<file path="src/rtl/duty_button_debouncer_pkg.sv">
// rtl/duty_button_debouncer_pkg.sv - shared types and helpers for the duty button debouncer
//
// Purpose : channel state encoding and debounce counter width helper.
// Ports   : none (package).

package duty_button_debouncer_pkg;

   typedef enum logic {
      ST_IDLE    = 1'b0,
      ST_PRESSED = 1'b1
   } chan_state_t;

   // Width of a counter that must hold values 0..cycles.
   function automatic int cnt_width(input int unsigned cycles);
      return $clog2(cycles + 1);
   endfunction

endpackage

</file>
<file path="src/rtl/duty_button_debouncer_channel.sv">
// rtl/duty_button_debouncer_channel.sv - one button channel: synchronizer, debounce FSM, accept strobe
//
// Purpose : turns an asynchronous bouncy button level into a single-cycle
//           accept strobe per debounced press; releases are debounced too
//           but produce no strobe.
// Ports   : clk      - rising-edge clock
//           rst_n    - synchronous active-low reset
//           btn_raw  - asynchronous raw button level, active-high
//           accept   - combinational strobe, high in the cycle the press is
//                      accepted (registered by the parent)

module debounce_channel
   import duty_button_debouncer_pkg::*;
#(
   parameter int unsigned DEBOUNCE_CYCLES = 4
) (
   input  logic clk,
   input  logic rst_n,
   input  logic btn_raw,
   output logic accept
);

   localparam int CW = cnt_width(DEBOUNCE_CYCLES);
   localparam logic [CW-1:0] CNT_LAST = CW'(DEBOUNCE_CYCLES - 1);
   localparam logic [CW-1:0] CNT_ONE  = CW'(1);

   logic        sync_meta;
   logic        sync;
   chan_state_t state;
   chan_state_t state_nxt;
   logic [CW-1:0] cnt;
   logic [CW-1:0] cnt_nxt;

   always_ff @(posedge clk) begin
      if (!rst_n) begin
         sync_meta <= 1'b0;
         sync      <= 1'b0;
         state     <= ST_IDLE;
         cnt       <= '0;
      end else begin
         sync_meta <= btn_raw;
         sync      <= sync_meta;
         state     <= state_nxt;
         cnt       <= cnt_nxt;
      end
   end

   // The counter always counts samples that disagree with the current state;
   // any agreeing sample restarts the run.
   always_comb begin
      state_nxt = state;
      cnt_nxt   = cnt;
      accept    = 1'b0;
      case (state)
         ST_IDLE: begin
            if (sync) begin
               if (cnt == CNT_LAST) begin
                  state_nxt = ST_PRESSED;
                  cnt_nxt   = '0;
                  accept    = 1'b1;
               end else begin
                  cnt_nxt = cnt + CNT_ONE;
               end
            end else begin
               cnt_nxt = '0;
            end
         end
         ST_PRESSED: begin
            if (!sync) begin
               if (cnt == CNT_LAST) begin
                  state_nxt = ST_IDLE;
                  cnt_nxt   = '0;
               end else begin
                  cnt_nxt = cnt + CNT_ONE;
               end
            end else begin
               cnt_nxt = '0;
            end
         end
         default: begin
            state_nxt = ST_IDLE;
            cnt_nxt   = '0;
         end
      endcase
   end

endmodule

</file>
<file path="src/rtl/duty_button_debouncer.sv">
// rtl/duty_button_debouncer.sv - debounced increase/decrease duty buttons with conflict arbitration
//
// Purpose : two debounce channels feeding registered single-cycle pulses
//           for a PWM generator; simultaneous accepts cancel each other and
//           are reported as a conflict instead.
// Ports   : clk           - rising-edge clock
//           rst_n         - synchronous active-low reset
//           inc_btn_raw   - raw increase button, async, active-high
//           dec_btn_raw   - raw decrease button, async, active-high
//           increase_duty - one-cycle pulse per accepted increase press
//           decrease_duty - one-cycle pulse per accepted decrease press
//           conflict      - one-cycle pulse when both accepts coincide

module duty_button_debouncer
   import duty_button_debouncer_pkg::*;
#(
   parameter int unsigned DEBOUNCE_CYCLES = 4
) (
   input  logic clk,
   input  logic rst_n,
   input  logic inc_btn_raw,
   input  logic dec_btn_raw,
   output logic increase_duty,
   output logic decrease_duty,
   output logic conflict
);

   logic inc_accept;
   logic dec_accept;

   debounce_channel #(
      .DEBOUNCE_CYCLES(DEBOUNCE_CYCLES)
   ) u_inc_chan (
      .clk     (clk),
      .rst_n   (rst_n),
      .btn_raw (inc_btn_raw),
      .accept  (inc_accept)
   );

   debounce_channel #(
      .DEBOUNCE_CYCLES(DEBOUNCE_CYCLES)
   ) u_dec_chan (
      .clk     (clk),
      .rst_n   (rst_n),
      .btn_raw (dec_btn_raw),
      .accept  (dec_accept)
   );

   // Outputs are mutually exclusive by construction.
   always_ff @(posedge clk) begin
      if (!rst_n) begin
         increase_duty <= 1'b0;
         decrease_duty <= 1'b0;
         conflict      <= 1'b0;
      end else begin
         increase_duty <= inc_accept & ~dec_accept;
         decrease_duty <= dec_accept & ~inc_accept;
         conflict      <= inc_accept & dec_accept;
      end
   end

endmodule

</file>
<file path="config.mk">
export PLATFORM = sky130hd
export DESIGN_NAME = duty_button_debouncer
export DESIGN_NICKNAME = d
export VERILOG_FILES = /design/src/rtl/duty_button_debouncer_pkg.sv /design/src/rtl/duty_button_debouncer_channel.sv /design/src/rtl/duty_button_debouncer.sv
export SDC_FILE = /design/constraint.sdc
export NUM_CORES = 1
export LEC_CHECK = 0
export CORE_AREA = 5 5 42 44
export DETAILED_ROUTE_END_ITERATION = 16
export DIE_AREA = 0 0 47 49
export PLACE_DENSITY_LB_ADDON = 0.1
export SLEW_MARGIN = 20
export SYNTH_ARGS = -nofsm -noshare
export SYNTH_HDL_FRONTEND = slang
export SYNTH_SLANG_ARGS = --single-unit
</file>
<file path="constraint.sdc">
create_clock -name clk -period 1.7 [get_ports clk]
set_input_delay 0.255 -clock clk [delete_from_list [all_inputs] [get_ports clk]]
set_output_delay 0.255 -clock clk [all_outputs]
set_load 0.02 [all_outputs]
</file>
==> reports/results.txt, run 1 <==
The flow ran to the end, and the final reports show no timing, DRC or antenna violations. The worst hold path terminates at u_inc_chan.cnt[0]. The width of the die was 47 um. The number of nets handed over by synthesis was 53.

0 antenna diodes ended up in the layout. The synthesized design devotes to its leading area cell type 57.0% of total area. Setup repair after global routing left no endpoint under its margin.

The path type of the worst min-delay path was flip-flop to flip-flop. The area growth from synthesis to final layout was 19.5%. The total overflow left after global routing is 0. The number of cells on the critical path is 1, and the area fraction in and, or, nand and nor cells after synthesis is 28.7%. The post-route netlist has 10.7% of its cells at a drive strength greater than 1. Data arrives at the worst endpoint at 1.20 ns. Hold repair after CTS inserted 0 buffers. The final hold slack was 0.426 ns; the standard cell core area was 1400 sq um. The run gives 0 as the final number of hold-violating endpoints. The initial utilization of the core area, before any placement, comes to 37.6%. In this run, the number of DRC markers left after iteration 0 of detailed routing was 3.

The worst pin sits at a relative slew slack of 76.1%. Among all cell types in the netlist, the one instantiated most often is dfxtp_1. The total wire length after detailed routing came out at 778 um. The worst-path cell with the longest stage delay is clkdlybuf4s50_1. The share of the Yosys chip area taken by registers is 57.0%. In the final routed layout, each cell accounts on average for 10.8 um. Setup violations remaining at the end of the flow were counted as 0. For this design the ratio of total power to cell area is 918 nW/um^2. In this run the vertical extent of the chip is 49 um. After synthesis, the largest family of logic cells by area is simple AND/OR/NAND/NOR gates. The count of buffer and inverter cells on the critical path works out to 1. The run gives 1370 um as the wire length of the first global-routing pass. Of the total synthesized cell area, the portion taken by full adders, half adders and majority gates is 4.75%.

CTS saw 15 sinks. Element type at the critical path start: a flip-flop. In this run the most critical hold path is launched from u_inc_chan.cnt[0]. The total number of yosys warnings was 0; the clock input transition at the sequential cells of the worst setup and hold paths was 0.09 ns. The CTS H-tree depth was 1. The number of gates resized after cts was 0. Data on the critical path is required at its endpoint by 1.44 ns.

Dominant register cell in the synthesized netlist: dfxtp_1. For the cell area after technology mapping, the log shows 527 sq um. The tools report the routability-driven placement congestion ratio as 0.690.

Counting distinct cell types in the post-synthesis netlist gives 15. After synthesis, the most frequently instantiated cells are dfxtp_1, nor2_1, and2_1. The via count of the routed design was 327; the max-slew violation total from the final report was 0. Detailed placement finished with a half-perimeter wire length of 572 um. The run gives 47 as the synthesized instance count.

The library cell occupying the most area in the post-synthesis netlist was dfxtp_1. The final worst clock skew was 0.00686 ns; the number of nets still failing antenna checks after routing was 0. Entering global routing, the biggest net connects 14 pins.

In this run the static leakage power is 0.276 nW. In the final layout, flip-flops and latches occupy 300 sq um. The summed negative setup slack over all endpoints came out at 0 ns. The tools report the buffer depth of the longest clock path as 2.

The startpoint of the most critical register-to-register path is u_dec_chan.cnt[0]. Counting flops with an async set or reset pin after synthesis yields a share of 0%. The synthesized design contains 0 enable-type register cells. Clock period minus worst slack: 1.45 ns. After Yosys synthesis, XOR and XNOR cells account for 3.33% of the synthesized area. The number of fill cells came out at 151. The worst setup path is of the flip-flop to output pin kind. For the first-pass iteration count of the detailed router, the log shows 2. In this run, synthesis produced a sequential element count of 15.

The largest stage delay on the critical path came out at 0.59 ns. The critical-path maximum fanout is 1, and the number of global-route vias before repair is 330. Global routing used 8.43% of the available tracks across all layers. The slew at the pin closest to its max-slew limit came out at 0.358 ns. The number of max-cap violations is 0. The die covers 2300 sq um.

The total area of multi-input combinational cells came out at 214 sq um. By area the synthesized netlist is led by dfxtp_1, and2_1, and4bb_1. Traced cell by cell, the critical path runs through clkdlybuf4s50_1. The endpoint kind of the worst setup timing path is an output pin.

Clock latency on the worst-skew pair, taken at its later pin, is 0.28 ns. The peak supply drop is 0.375 mV, and the number of instances in the placed design is 68. In this design, the largest share of critical-path delay is due to buffers and inverters.

A synthesized cell averages 11.2 sq um. In the routed design, unresolved DRC markers number 0. The final net count came out at 63.

7 I/O pins were placed. The cell sitting at the root of the clock tree is a clkbuf_4. The worst register-to-register path has a depth of 4. TritonCTS built the clock tree. After detailed routing, the number of vias per cell comes to 4.54. In this run the core area contains 14 standard-cell rows.

Port buffering added 6 buffers. The number of setup buffers added after CTS was 0; the number of cells on the worst hold path was 1. For the number of antenna violations at the first check in global routing, the log shows 0.

The number of non-filler instances in the completed layout is 72. Register-to-register setup slack: 0.63 ns. The portion of synthesized area spent on multiplexers is 3.80%. Timing would allow up to 689 MHz.

TritonCTS created 3 clock buffers. The synthesized netlist devotes 0% of its cell area to compound gates. Fraction of the cycle the final worst path needs: 85.4%.
[metrics by stage]
stage	power, mW	instance area [sq um]	setup slack (ns)	util [%]
3_3_place_gp	0.385	602	0.464	42.9
6_report	0.578	629	0.248	44.9
5_1_grt	0.607	629	0.194	44.9
2_1_floorplan	0.377	527	0.732	-
3_5_place_dp	0.386	602	0.419	42.9
4_1_cts	0.589	629	0.224	44.9
[layer usage]
metal | wire length, um | global-route usage [%] | share of wire [%] | vias up
li1 | - | - | - | 173
met1 | 347 | 11.2 | 45 | 145
met2 | 357 | 10.9 | 46 | 7
met3 | 65 | 2.21 | 8.4 | 2
met4 | 8 | 6.91 | 1.0 | 0
met5 | 0 | 0 | 0 | -
[cells by family (layout without fill, tap and decap cells)]
| kind of cell | after synthesis | in the layout |
|---|---|---|
| mux | 2 | 2 |
| buf+inv | 3 | 12 |
| flops | 15 | 15 |
| xor+xnor | 2 | 2 |
| fa+ha+maj | 2 | 2 |
| simple gates | 23 | 23 |
[cell usage in the layout, fill, tap and decap left out]
master,instances
nand2_1,2
nor2b_1,2
nor2b_2,2
and4bb_1,2
clkbuf_4,3
and4b_1,2
nand3b_1,2
clkdlybuf4s50_1,6
dfxtp_1,15
inv_1,2
ha_1,2
xor2_1,2
mux2i_1,2
clkinv_2,1
and2_1,4
nor2_1,6
and3_1,1
[final cells by class]
type | count | area share (%)
multi-input cells | 29 | 34.0
repair buffers | 6 | 9.54
clock inverters | 1 | 0.795
well taps | 16 | 3.18
clock buffers | 3 | 3.58
inverters | 2 | 1.19
flip-flops and latches | 15 | 47.7
[where the power goes]
group	switching [mW]	leakage (nW)	internal, mW
logic	0.00705	0.137	0.0107
registers	0.00287	0.122	0.357
clock network	0.113	0.0177	0.0873
total	0.123	0.276	0.455
[how the worst max path moves through the flow]
| stage | end | slack, ns | from |
|---|---|---|---|
| 4_1_cts | conflict | 0.22 | conflict |
| 6_report | conflict | 0.25 | conflict |
| 5_1_grt | increase_duty | 0.19 | increase_duty |
| 3_3_place_gp | u_inc_chan.cnt[2] | 0.46 | rst_n |
| 3_5_place_dp | u_dec_chan.cnt[1] | 0.42 | rst_n |
| 2_1_floorplan | conflict | 0.73 | u_inc_chan.cnt[0] |
Power figures use the tool's default switching activity.
==> run 2, diff against run 1 <==
--- a/config.mk
+++ b/config.mk
@@ -5,9 +5,9 @@
 export SDC_FILE = /design/constraint.sdc
 export NUM_CORES = 1
 export LEC_CHECK = 0
-export CORE_AREA = 5 5 42 44
+export CORE_AREA = 10 10 47 49
 export DETAILED_ROUTE_END_ITERATION = 16
-export DIE_AREA = 0 0 47 49
+export DIE_AREA = 0 0 57 59
 export PLACE_DENSITY_LB_ADDON = 0.1
 export SLEW_MARGIN = 20
 export SYNTH_ARGS = -nofsm -noshare
==> run 2 against run 1 <==
Worst setup slack better by 0.012 ns. Die area up 46%. Non-clock buffer count unchanged. Count of clock-buffer cells in the layout rose by 1. Cell count is the same. Final area fell by 0.20%. Sequential share of layout area rose by 0.095 points. Utilization fell by 0.089 points. Worst hold slack gained 0.0024 ns. Critical path type unchanged. Critical endpoint is now decrease_duty. Largest cell class unchanged.
==> reports/results.txt, run 2 (synthesis results as in run 1) <==
The total routing usage reported by global routing was 6.40% (-2.0 points). The clock input transition at the sequential cells of the worst setup and hold paths is 0.08 ns (about the same), and the count of buffer and inverter cells on the critical path is 1 (unchanged). Number of gates resized after cts: 0 (unchanged). The run finished with clean final reports. The via count of the routed design came out at 337 (+3.1%).

The area growth from synthesis to layout is 19.2%. For the number of non-filler instances in the completed layout, the log shows 72 (unchanged). The run gives 834 um (+7.2%) as the total wire length after detailed routing. The die area was 3360 sq um (+46%). The final count of negative-setup-slack endpoints was 0 (unchanged); the detailed-route wire length per cell was 11.6 um (+7.2%).

Setup repair after global routing left no endpoint under its margin. The iteration-0 DRC count of the detailed router was 2 (-1); the leakage power of the design was 0.274 nW (-0.99%). The logs give 2 (unchanged) for the buffer depth of the longest clock path and 7 (unchanged) for the number of placed I/O pins.

Total power density per cell area: 908 nW/um^2 (-1.1%). The critical-path maximum fanout works out to 1 (unchanged). Walking the worst path, the cells encountered are clkdlybuf4s50_1. The final HPWL from detailed placement is 633 um (+11%).

The number of buffers created by CTS was 3 (unchanged). The largest individual stage delay along the critical path comes from the cell clkdlybuf4s50_1. Number of nets still failing antenna checks after routing: 0 (unchanged). The run gives 391 (+18%) as the number of global-route vias before repair. Required time of the worst setup path: 1.44 ns (about the same). The count of port buffers added during placement was 6 (unchanged); the count of unresolved DRC violations after routing was 0 (unchanged). The ratio of cells with drive above 1 in the final layout was 8.93% (-1.8 points).

In this run the worst hold path is classified as flip-flop to flip-flop. The number of antenna violations at the first check in global routing is 0 (unchanged), and the slew at the pin closest to its max-slew limit is 0.367 ns (+0.00919 ns). The tools report the number of diodes as 0 (unchanged). The fraction of the cycle the final worst path needs was 84.7% (-0.71 points); the final net count was 63 (unchanged).

The via density per instance was 4.68 (+3.1%); the clock period minus worst slack was 1.44 ns (-0.0120 ns). The width of the die came out at 57 um (+21%). The worst setup path is launched from a flip-flop. The peak supply drop was 0.423 mV (+13%). The cell family with the largest share of critical-path delay was buffers and inverters.

Number of buffers inserted for hold repair after clock tree synthesis: 0 (unchanged). The first-pass iteration count of the detailed router came out at 4 (+2). The worst slew margin relative to its limit is 75.4% (-0.61 points), and the routability-driven placement congestion ratio is 0.638 (-7.5%).

The number of fill cells is 144 (-4.6%). The summed negative setup slack over all endpoints is 0 ns (unchanged), and the standard cell core area is 1400 sq um (unchanged). The CTS H-tree depth came out at 1 (unchanged). The vertical extent of the die was 59 um (+20%); the insertion delay of the later-clocked pin in the worst-skew pair was 0.27 ns (about the same). The arrival time of data at the critical path endpoint was 1.18 ns (-0.02 ns).

The logs give 0 (unchanged) for the number of max-cap violations and 0 (unchanged) for the final number of hold-violating endpoints. The library cells used most frequently in the layout, excluding fill and tap cells, are dfxtp_1, nor2_1, clkdlybuf4s50_1. The logs give 694 MHz (+0.83%) for the fmax and 15 (unchanged) for the clock sink count. The number of setup buffers added after CTS was 0 (unchanged); the total global routing overflow was 0 (unchanged). Endpoint kind of the worst setup timing path: an output pin. The root buffer cell chosen for the clock tree is clkbuf_4. The tools report the initial cell density of the core as 37.6% (unchanged). The final worst clock skew came out at 0.00578 ns (-0.00108 ns). The maximum number of pins on one net before global-route repair was 14 (unchanged); the standard-cell row count was 14 (unchanged). The largest stage delay on the critical path came out at 0.60 ns (about the same). Most common cell after layout, fill and taps aside: dfxtp_1. The logs give 1640 um (+19%) for the wire length of the first global-routing pass and 0 (unchanged) for the max-slew violation total from the final report. The run gives 68 (unchanged) as the number of instances in the placed design. TritonCTS built the clock tree. The kind of critical path is flip-flop to output pin.
## run 2: final cells by class
cell class                      count  area, sq um  area share (%)
Sequential cell                    15          300            47.8
Multi-Input combinational cell     29          214            34.1
Timing Repair Buffer                6         60.1            9.56
Clock buffer                        4         26.3            4.18
Tap cell                           16         20.0            3.19
Inverter                            2         7.51            1.20
## run 2: report_power, final
part	internal (mW)	switching (mW)
clock network	0.0908	0.102
registers	0.357	0.00297
logic	0.0107	0.00722
## run 2: final timing paths
kind | start | slack [ns] | cells past startpoint | end
max | decrease_duty | 0.26 | 1 | decrease_duty
min | u_dec_chan.cnt[0] | 0.43 | 1 | u_dec_chan.cnt[0]
max reg2reg | u_dec_chan.cnt[0] | 0.60 | 4 | flip-flop
min reg2reg | u_dec_chan.cnt[0] | 0.43 | 1 | u_dec_chan.cnt[0]
## run 2: per-layer routing
metal | up-vias | wire (um) | track usage [%]
met3 | 0 | 72 | 4.51
met2 | 9 | 418 | 9.77
met1 | 153 | 343 | 6.18
met5 | - | 0 | 0
met4 | 0 | 0 | 4.03
li1 | 175 | - | -
## run 2: stage by stage
| stage | hold slack [ns] | utilization, % | area [sq um] | total power [mW] | setup slack [ns] |
|---|---|---|---|---|---|
| global placement | 0.405 | 42.9 | 602 | 0.385 | 0.463 |
| floorplan | 0.382 | - | 527 | 0.377 | 0.732 |
| finish | 0.429 | 44.8 | 628 | 0.570 | 0.260 |
| detailed placement | 0.413 | 42.9 | 602 | 0.387 | 0.396 |
| global route | 0.470 | 44.8 | 628 | 0.608 | 0.183 |
| CTS | 0.431 | 44.8 | 628 | 0.583 | 0.236 |
